### src/rtl/servo_dispense_pwm_pkg.sv
// Shared types and default timing constants for the servo dispense gate.
// The defaults give a 2000-tick frame with closed/open pulse widths of 100/200 ticks.
package servo_pkg;

    typedef enum logic [1:0] {
        ST_IDLE  = 2'd0,
        ST_ARM   = 2'd1,
        ST_OPEN  = 2'd2,
        ST_CLOSE = 2'd3
    } servo_state_t;

    localparam int DEF_PERIOD        = 2000;
    localparam int DEF_CLOSED_W      = 100;
    localparam int DEF_OPEN_W        = 200;
    localparam int DEF_HOLD_FRAMES   = 25;
    localparam int DEF_SETTLE_FRAMES = 25;

endpackage

### src/rtl/servo_dispense_pwm_frame.sv
// PWM frame generator: the tick-driven frame counter, a width latched only at frame
// boundaries, and the registered servo line.
module pwm_frame_gen
    import servo_pkg::*;
#(
    parameter int CNT_W    = 12,
    parameter int PERIOD   = DEF_PERIOD,
    parameter int CLOSED_W = DEF_CLOSED_W
) (
    input  logic             clk,
    input  logic             rst,
    input  logic             tick_i,
    input  logic [CNT_W-1:0] width_tgt,
    input  logic             load_en,
    output logic             fb,
    output logic             pwm_o
);

    localparam logic [CNT_W-1:0] LAST_CNT = CNT_W'(PERIOD - 1);

    logic [CNT_W-1:0] cnt_r;
    logic [CNT_W-1:0] cnt_nxt_s;
    logic [CNT_W-1:0] width_r;
    logic [CNT_W-1:0] width_nxt_s;
    logic             pwm_r;
    logic             fb_s;

    assign fb_s  = tick_i && (cnt_r == LAST_CNT);
    assign fb    = fb_s;
    assign pwm_o = pwm_r;

    // Next counter value and next active width.
    always_comb begin
        cnt_nxt_s   = cnt_r;
        width_nxt_s = width_r;
        if (tick_i) begin
            cnt_nxt_s = (cnt_r == LAST_CNT) ? {CNT_W{1'b0}} : (cnt_r + CNT_W'(1));
        end else begin
            cnt_nxt_s = cnt_r;
        end
        if (fb_s && load_en) begin
            width_nxt_s = width_tgt;
        end else begin
            width_nxt_s = width_r;
        end
    end

    // Counter, width and output registers; the reset count makes the first tick a boundary.
    always_ff @(posedge clk or negedge rst) begin
        if (!rst) begin
            cnt_r   <= LAST_CNT;
            width_r <= CNT_W'(CLOSED_W);
            pwm_r   <= 1'b0;
        end else begin
            cnt_r   <= cnt_nxt_s;
            width_r <= width_nxt_s;
            if (tick_i) begin
                pwm_r <= (cnt_nxt_s < width_nxt_s);
            end else begin
                pwm_r <= pwm_r;
            end
        end
    end

endmodule

### src/rtl/servo_dispense_pwm.sv
// Dispense sequencer: on request, opens the gate for a fixed number of frames,
// closes it, waits for it to settle, then pulses done.
module servo_dispense_pwm
    import servo_pkg::*;
#(
    parameter int CNT_W         = 12,
    parameter int PERIOD        = DEF_PERIOD,
    parameter int CLOSED_W      = DEF_CLOSED_W,
    parameter int OPEN_W        = DEF_OPEN_W,
    parameter int HOLD_FRAMES   = DEF_HOLD_FRAMES,
    parameter int SETTLE_FRAMES = DEF_SETTLE_FRAMES,
    parameter int FR_W          = 8
) (
    input  logic clk,
    input  logic rst,
    input  logic tick_i,
    input  logic req_i,
    output logic busy_o,
    output logic done_o,
    output logic pwm_o
);

    servo_state_t     state_r;
    servo_state_t     state_nxt_s;
    logic [FR_W-1:0]  fr_cnt_r;
    logic [FR_W-1:0]  fr_cnt_nxt_s;
    logic [CNT_W-1:0] width_tgt_s;
    logic             load_en_s;
    logic             done_nxt_s;
    logic             fb_s;
    logic             busy_r;
    logic             done_r;

    assign busy_o = busy_r;
    assign done_o = done_r;

    pwm_frame_gen #(
        .CNT_W    (CNT_W),
        .PERIOD   (PERIOD),
        .CLOSED_W (CLOSED_W)
    ) u_frame (
        .clk       (clk),
        .rst       (rst),
        .tick_i    (tick_i),
        .width_tgt (width_tgt_s),
        .load_en   (load_en_s),
        .fb        (fb_s),
        .pwm_o     (pwm_o)
    );

    // Sequencer next-state logic; all progress is gated by frame boundaries.
    always_comb begin
        state_nxt_s  = state_r;
        fr_cnt_nxt_s = fr_cnt_r;
        width_tgt_s  = CNT_W'(CLOSED_W);
        load_en_s    = 1'b0;
        done_nxt_s   = 1'b0;
        case (state_r)
            ST_IDLE: begin
                if (req_i) begin
                    state_nxt_s = ST_ARM;
                end else begin
                    state_nxt_s = ST_IDLE;
                end
            end
            ST_ARM: begin
                if (fb_s) begin
                    width_tgt_s  = CNT_W'(OPEN_W);
                    load_en_s    = 1'b1;
                    fr_cnt_nxt_s = {FR_W{1'b0}};
                    state_nxt_s  = ST_OPEN;
                end else begin
                    state_nxt_s = ST_ARM;
                end
            end
            ST_OPEN: begin
                if (fb_s && (fr_cnt_r == FR_W'(HOLD_FRAMES - 1))) begin
                    width_tgt_s  = CNT_W'(CLOSED_W);
                    load_en_s    = 1'b1;
                    fr_cnt_nxt_s = {FR_W{1'b0}};
                    state_nxt_s  = ST_CLOSE;
                end else if (fb_s) begin
                    fr_cnt_nxt_s = fr_cnt_r + FR_W'(1);
                end else begin
                    state_nxt_s = ST_OPEN;
                end
            end
            ST_CLOSE: begin
                if (fb_s && (fr_cnt_r == FR_W'(SETTLE_FRAMES - 1))) begin
                    fr_cnt_nxt_s = {FR_W{1'b0}};
                    done_nxt_s   = 1'b1;
                    state_nxt_s  = ST_IDLE;
                end else if (fb_s) begin
                    fr_cnt_nxt_s = fr_cnt_r + FR_W'(1);
                end else begin
                    state_nxt_s = ST_CLOSE;
                end
            end
            default: begin
                fr_cnt_nxt_s = {FR_W{1'b0}};
                state_nxt_s  = ST_IDLE;
            end
        endcase
    end

    // State, frame counter and registered status outputs.
    always_ff @(posedge clk or negedge rst) begin
        if (!rst) begin
            state_r  <= ST_IDLE;
            fr_cnt_r <= {FR_W{1'b0}};
            busy_r   <= 1'b0;
            done_r   <= 1'b0;
        end else begin
            state_r  <= state_nxt_s;
            fr_cnt_r <= fr_cnt_nxt_s;
            busy_r   <= (state_nxt_s != ST_IDLE);
            done_r   <= done_nxt_s;
        end
    end

endmodule

### config.mk
export PLATFORM = sky130hd
export DESIGN_NAME = servo_dispense_pwm
export DESIGN_NICKNAME = d
export VERILOG_FILES = /design/src/rtl/servo_dispense_pwm_pkg.sv /design/src/rtl/servo_dispense_pwm_frame.sv /design/src/rtl/servo_dispense_pwm.sv
export SDC_FILE = /design/constraint.sdc
export NUM_CORES = 1
export LEC_CHECK = 0
export CORE_MARGIN = 1.5
export CORE_UTILIZATION = 60
export DETAILED_ROUTE_END_ITERATION = 8
export GPL_TIMING_DRIVEN = 0
export HOLD_SLACK_MARGIN = 0.1
export PLACE_DENSITY = 0.83
export SKIP_LAST_GASP = 1
export SLEW_MARGIN = 20
export SYNTH_ARGS = -nofsm -noshare
export SYNTH_HDL_FRONTEND = slang
export SYNTH_SLANG_ARGS = --single-unit
### constraint.sdc
create_clock -name clk -period 2.9 [get_ports clk]
set_input_delay 0.87 -clock clk [delete_from_list [all_inputs] [get_ports clk]]
set_output_delay 0.87 -clock clk [all_outputs]
set_load 0.02 [all_outputs]
==> impl_metrics.json, run 1 <==
{
  "coreArea_sq_um": 3310,
  "h-tree-depth": 2,
  "skew_ps": 7.13,
  "cts_buffers": 5,
  "initialDrtViolationCount": 156,
  "total_power_mw": 1.37,
  "tritoncts": "built",
  "grt_usage_pct": 25.1,
  "drive_above_1_share_pct": 27.0,
  "fill_cells": 218,
  "diodes": 0,
  "min_path_type": "in2async",
  "yosysSeqAreaShare_pct": 45.6,
  "ys_ff_latch": 37,
  "drtPass1Iterations": 4,
  "arrival_ps": 3070,
  "crit_path_max_incr_delay_ps": 350,
  "clk_latency_ps": 350,
  "status": "completed",
  "ant_nets": 0,
  "rows": 21,
  "cts_sinks": 37,
  "root_buffer": "clkbuf_4",
  "die_area_sq_um": 3800,
  "dp_slack_ps": -920,
  "hold_buffers": 0,
  "clockBufferDepth": 2,
  "setup_viol": 0,
  "ys_warn_count": 0,
  "fin_area_sq_um": 2560,
  "netlist_instances": 217,
  "path_class": "in2reg",
  "fin_crit_ps": 2830,
  "grt_pass1_wl_mm": 6.89,
  "post_drt_via_cell_ratio": 6.01,
  "cp.required_ps": 3140,
  "dp_hpwl_mm": 2.92,
  "synth_edf_count": 0,
  "crit_chain": "dlygate4sd2_1 -> nand4_1 -> buf_4 -> nor4_4 -> o211ai_1 -> buf_6 -> nand2_2 -> ha_1 -> nand4_1 -> nor2_2 -> o2111ai_1 -> a41oi_1 -> a21oi_1",
  "timing.rr.start": "u_frame.cnt_r[1]$_DFF_PN1_",
  "reg2reg_depth": 13,
  "period_share_pct": 97.5,
  "syn_area_sq_um": 2060,
  "drv_slew": 0,
  "timing.rr.end": "u_frame.pwm_o$_DFFE_PN0P_",
  "overflow": 0,
  "worst_pin_slew_ps": 808,
  "start_kind": "input pin",
  "grt_pass1_vias": 1550,
  "p_leak_nw": 1.19,
  "cp_max_fo": 8,
  "fin_util_pct": 77.4,
  "syn2layout_area_growth_pct": 24.2,
  "slowest_stage": "nor4_4",
  "io_buffer_count": 6,
  "clkTransAtPathRegs_ps": 110,
  "ir_worst_vdd_mv": 0.287,
  "final_hold_viol_count": 0,
  "cap_viol_max_count": 0,
  "syn-mean-instance-area_sq_um": 9.51,
  "wl_per_cell_um": 16.6,
  "final-seq-area_sq_um": 941,
  "fmax_mhz": 354,
  "fin_ws_ps": 73.0,
  "io_pins": 7,
  "cp-end-kind": "flip-flop",
  "start_util_pct": 62.3,
  "nets": 273,
  "route.vias.total": 1790,
  "cellPowerDensity_nw_per_um2": 533,
  "multi_input_area_sq_um": 1160,
  "drt_wl_total_mm": 4.94,
  "syn_nets": 239,
  "dieHeight_um": 61.6,
  "cp_common_cell": "nand4_1",
  "antenna_found_initial": 0,
  "grt_max_degree": 25,
  "max_slew_margin_pct": 45.7,
  "route.detailed.drc": 0,
  "crit_path_start": "tick_i",
  "synth_async_sr_flop_share_pct": 100,
  "synth_ff_type": "dfrtp_1",
  "synth.distinct_cells": 39,
  "gp_congestion": 0.835,
  "die_w_um": 61.6,
  "place_area_sq_um": 2200,
  "reg2reg_slack_ps": 100
}
## kinds of logic (layout without fill, tap and decap cells)
group	count (synthesis)	count (layout)	share of synthesized area, %
and+or+nand+nor	79	79	20.0
AOI/OAI and AO/OA	48	48	14.4
DFF	37	37	45.6
buffers and inverters	26	61	5.15
adders and majority gates	18	18	10.9
xor gates and xnor gates	8	8	3.40
muxes	1	1	0.546
## cell usage after synthesis, drive strengths merged, types with 2 or more instances
library cell,instances,share of area [%]
dfrtp,25,30
and4,2,0.85
nand4,6,1.8
and3,5,1.5
ha,18,11
buf,2,0.79
nand2b,2,0.61
o21ai,21,5.1
dfstp,12,15
clkbuf,2,0.36
nand3,14,3.4
o211ai,3,1.1
a31oi,2,0.61
nor2b,2,0.61
nand2,17,3.1
xor2,4,1.7
nor3,6,2.0
nor2,17,3.1
a211oi,7,2.5
a41oi,2,1.2
or3,3,0.91
a21oi,8,1.9
xnor2,4,1.7
inv,22,4.0
## report_power, final
part | switching, mW | leakage, nW | internal [mW]
clock network | 0.169 | 0.0320 | 0.0923
logic | 0.246 | 0.699 | 0.189
registers | 0.0770 | 0.463 | 0.594
## cell usage in the layout, fill, tap and decap left out, types with 2 or more instances in the layout
cell type        instances
buf_4                   20
clkinv_2                 2
inv_1                   22
buf_6                    2
a21oi_2                  2
nand3_2                  2
nor2_1                  14
nor3_1                   5
nand2_2                  2
ha_1                    14
xor2_1                   4
and4_1                   2
nand2_1                 12
nor2_2                   3
clkdlybuf4s50_1          4
dfstp_2                 12
nand3_1                 12
and3_1                   5
a211oi_1                 6
nand2b_1                 2
a31oi_1                  2
nand4_1                  6
ha_4                     4
a21oi_1                  5
o211ai_1                 3
o21ai_0                 17
or3_1                    3
xnor2_1                  4
o21ai_1                  4
dfrtp_1                 25
clkbuf_4                 5
nand2_4                  3
## critical path: cells and delay by family
family	cells	cell delay [ps]
and+or+nand+nor	5	850
AOI/OAI and AO/OA	4	600
buffers and inverters	3	600
adders and majority gates	1	140
## area by class of cell
cell class	count	share of cell area (%)
multi-input combinational	154	45.2
clock buffer	6	1.61
tap	46	2.25
clock inverter	2	0.391
buffer	4	1.46
inverter	22	3.22
sequential	37	36.7
timing repair buffer	27	9.18
## layer usage
layer	wire length (um)	global-route usage (%)	up-vias	share of wire [%]
met4	151	8.21	0	3.1
met5	0	0	-	0
li1	-	-	848	-
met1	2100	34.4	861	43
met3	266	5.67	19	5.4
met2	2420	39.4	62	49
## metrics by stage
stage	TNS [ps]	std cells	hold WS, ps
after floorplan	0	217	433
after global routing	-150	298	433
final	0	298	420
after global placement	-840	269	446
after CTS	0	292	424
after detailed placement	-920	270	454
## flip-flops by register name (all words and copies together) (netlist names)
| name | count |
|---|---|
| u_frame.pwm_o | 1 |
| done_o | 1 |
| busy_o | 1 |
| state_r | 2 |
| u_frame.width_r | 12 |
| u_frame.cnt_r | 12 |
| fr_cnt_r | 8 |
## repair_timing
| item | in CTS | in global routing |
|---|---|---|
| hold endpoints to repair | 0 | 0 |
| setup endpoints to repair | 1 | 1 |
| resized for setup | 14 | 24 |
| buffers inserted | 14 | 6 |
| pin swaps | 12 | 10 |
## how the worst max path moves through the flow
stage                                end
2_1_floorplan  u_frame.pwm_o$_DFFE_PN0P_
3_3_place_gp   u_frame.pwm_o$_DFFE_PN0P_
3_5_place_dp   u_frame.pwm_o$_DFFE_PN0P_
4_1_cts        u_frame.pwm_o$_DFFE_PN0P_
5_1_grt        u_frame.pwm_o$_DFFE_PN0P_
6_report       u_frame.pwm_o$_DFFE_PN0P_
(Power assumes the default switching activity.)
==> run 2, diff against run 1 <==
==> constraint.sdc (replaced) <==
create_clock -name clk -period 2.9 [get_ports clk]
set_input_delay 0.29 -clock clk [delete_from_list [all_inputs] [get_ports clk]]
set_output_delay 0.29 -clock clk [all_outputs]
set_load 0.02 [all_outputs]
==> impl_metrics.json, run 2 (same netlist as run 1, synthesis figures left out) <==
{
  "clkPwrFrac_pct": 19.4,
  "cts_buffers": 5,
  "rows": 21,
  "period_share_pct": 95.7,
  "path_class": "reg2reg",
  "dp_hpwl_mm": 2.92,
  "h-tree-depth": 2,
  "final_common_cell": "dfrtp_1",
  "dieHeight_um": 61.6,
  "arrival_ps": 3050,
  "drive_above_1_share_pct": 19.3,
  "ant_nets": 0,
  "max_slew_margin_pct": 49.4,
  "antenna_found_initial": 0,
  "cap_viol_max_count": 0,
  "clockBufferDepth": 2,
  "skew_ps": 5.88,
  "route.detailed.drc": 0,
  "min_path_type": "in2async",
  "tritoncts": "built",
  "fill_cells": 247,
  "cts_sinks": 37,
  "timing.hold.ws_ps": 382,
  "fmax_mhz": 360,
  "die_w_um": 61.6,
  "coreArea_sq_um": 3310,
  "grt_usage_pct": 24.7,
  "drtPass1Iterations": 4,
  "setup_viol": 0,
  "place_inst": 270,
  "drt_wl_total_mm": 4.32,
  "cp_max_fo": 5,
  "syn2layout_area_growth_pct": 15.6,
  "reg_top3": "u_frame.cnt_r (12), u_frame.width_r (12), fr_cnt_r (8)",
  "grt_max_degree": 25,
  "grt_pass1_vias": 1489,
  "intPower_mw": 0.865,
  "cp.required_ps": 3180,
  "p_leak_nw": 1.12,
  "post_drt_via_cell_ratio": 5.80,
  "switchingPower_mw": 0.478,
  "start_util_pct": 62.3,
  "clk_latency_ps": 350,
  "most-common-layout-cells": "24 x dfrtp_1, 22 x inv_1, 18 x o21ai_0",
  "status": "completed",
  "gp_congestion": 0.835,
  "grt_pass1_wl_mm": 6.79,
  "initialDrtViolationCount": 159,
  "io_buffer_count": 6,
  "clkTransAtPathRegs_ps": 110,
  "swShare_pct": 35.6,
  "final_hold_viol_count": 0,
  "ir_worst_vdd_mv": 0.281,
  "fin_crit_ps": 2780,
  "root_buffer": "clkbuf_4",
  "place_area_sq_um": 2200,
  "overflow": 0,
  "cellPowerDensity_nw_per_um2": 563,
  "p_seq_share_pct": 49.7,
  "cp-end-kind": "flip-flop",
  "fin_cells": 289,
  "worst_pin_slew_ps": 753,
  "fin_util_pct": 72.0,
  "start_kind": "flip-flop",
  "fin_area_sq_um": 2380,
  "die_area_sq_um": 3800,
  "route.vias.total": 1676,
  "pwr-share-comb_pct": 30.9,
  "io_pins": 7,
  "drv_slew": 0,
  "wl_per_cell_um": 14.9,
  "nets": 264,
  "diodes": 0
}
run 2: cell count changes in the layout (fill, tap and decap cells not counted), sizes merged:
cell / before / now
buf: 24 / 13
dlygate4sd3: 0 / 1
clkbuf: 8 / 9
dlygate4sd2: 1 / 0
clkdlybuf4s50: 4 / 5
run 2: power groups by stage:
stage / Clock (mW) / Sequential [mW] / Combinational (mW)
after floorplan: 0 / 0.671 / 0.261
after global placement: 0 / 0.665 / 0.371
after detailed placement: 0 / 0.671 / 0.389
after CTS: 0.267 / 0.661 / 0.394
after global routing: 0.294 / 0.676 / 0.471
final: 0.261 / 0.668 / 0.415
run 2: area by class of cell:
| class | instances | area (sq um) | area share (%) |
|---|---|---|---|
| Sequential cell | 37 | 942 | 39.5 |
| Buffer | 4 | 28.8 | 1.21 |
| Tap cell | 46 | 57.6 | 2.41 |
| Timing Repair Buffer | 18 | 168 | 7.03 |
| Clock inverter | 2 | 10.0 | 0.420 |
| Inverter | 22 | 82.6 | 3.46 |
| Clock buffer | 6 | 41.3 | 1.73 |
| Multi-Input combinational cell | 154 | 1050 | 44.2 |
run 2: critical path, cell delays in order (launching register included):
cell      delay, ps
dfstp_2         560
or4b_4          480
nor3_4          280
buf_6           150
nand3_1         120
a21oi_2         200
ha_1            290
nand2_1          80
nor2_1           50
a211oi_2        230
o211ai_1        120
a21oi_1         150
run 2: timing repair:
item	4_1_cts	5_1_grt
pin swaps	3	7
endpoints found under the hold margin	9	0
setup buffers	2	8
hold buffers	1	0
gates resized for setup	2	15
setup endpoints to repair	1	1
run 2: path summary, 6_finish.rpt:
check,startpoint,endpoint,slack (ps),depth (start not counted)
hold / removal,rst,fr_cnt_r[6]$_DFFE_PN0P_,380,2
hold reg to reg,u_frame.width_r[1]$_DFF_PN0_,u_frame.width_r[1]$_DFF_PN0_,480,2
min in group clk,u_frame.width_r[1]$_DFF_PN0_,u_frame.width_r[1]$_DFF_PN0_,480,2
setup / recovery,u_frame.cnt_r[10]$_DFF_PN1_,u_frame.pwm_o$_DFFE_PN0P_,120,11
setup reg to reg,u_frame.cnt_r[10]$_DFF_PN1_,u_frame.pwm_o$_DFFE_PN0P_,120,11
max in group asynchronous,rst,u_frame.cnt_r[9]$_DFF_PN1_,2000,3
run 2: per-stage QoR:
step | setup TNS, ps | power (mW) | worst slack, ps
floorplan | 0 | 0.932 | 268
global placement | -260 | 1.04 | -260
detailed placement | -340 | 1.06 | -340
CTS | 0 | 1.32 | 3.61
global route | -32.0 | 1.44 | -32.0
finish | 0 | 1.34 | 124
run 2: metal layers:
layer | vias to the layer above | global-route usage, % | share of wire, %
li1 | 826 | - | -
met1 | 798 | 33.1 | 47
met2 | 42 | 40.0 | 47
met3 | 10 | 6.09 | 4.4
met4 | 0 | 6.99 | 1.8
met5 | - | 0 | 0
==> run 3, diff against run 2 <==
CAP_MARGIN = 20   (was default)
==> results of run 3 <==
Same layout as run 2: the final DEF is identical, and so are final timing and power.
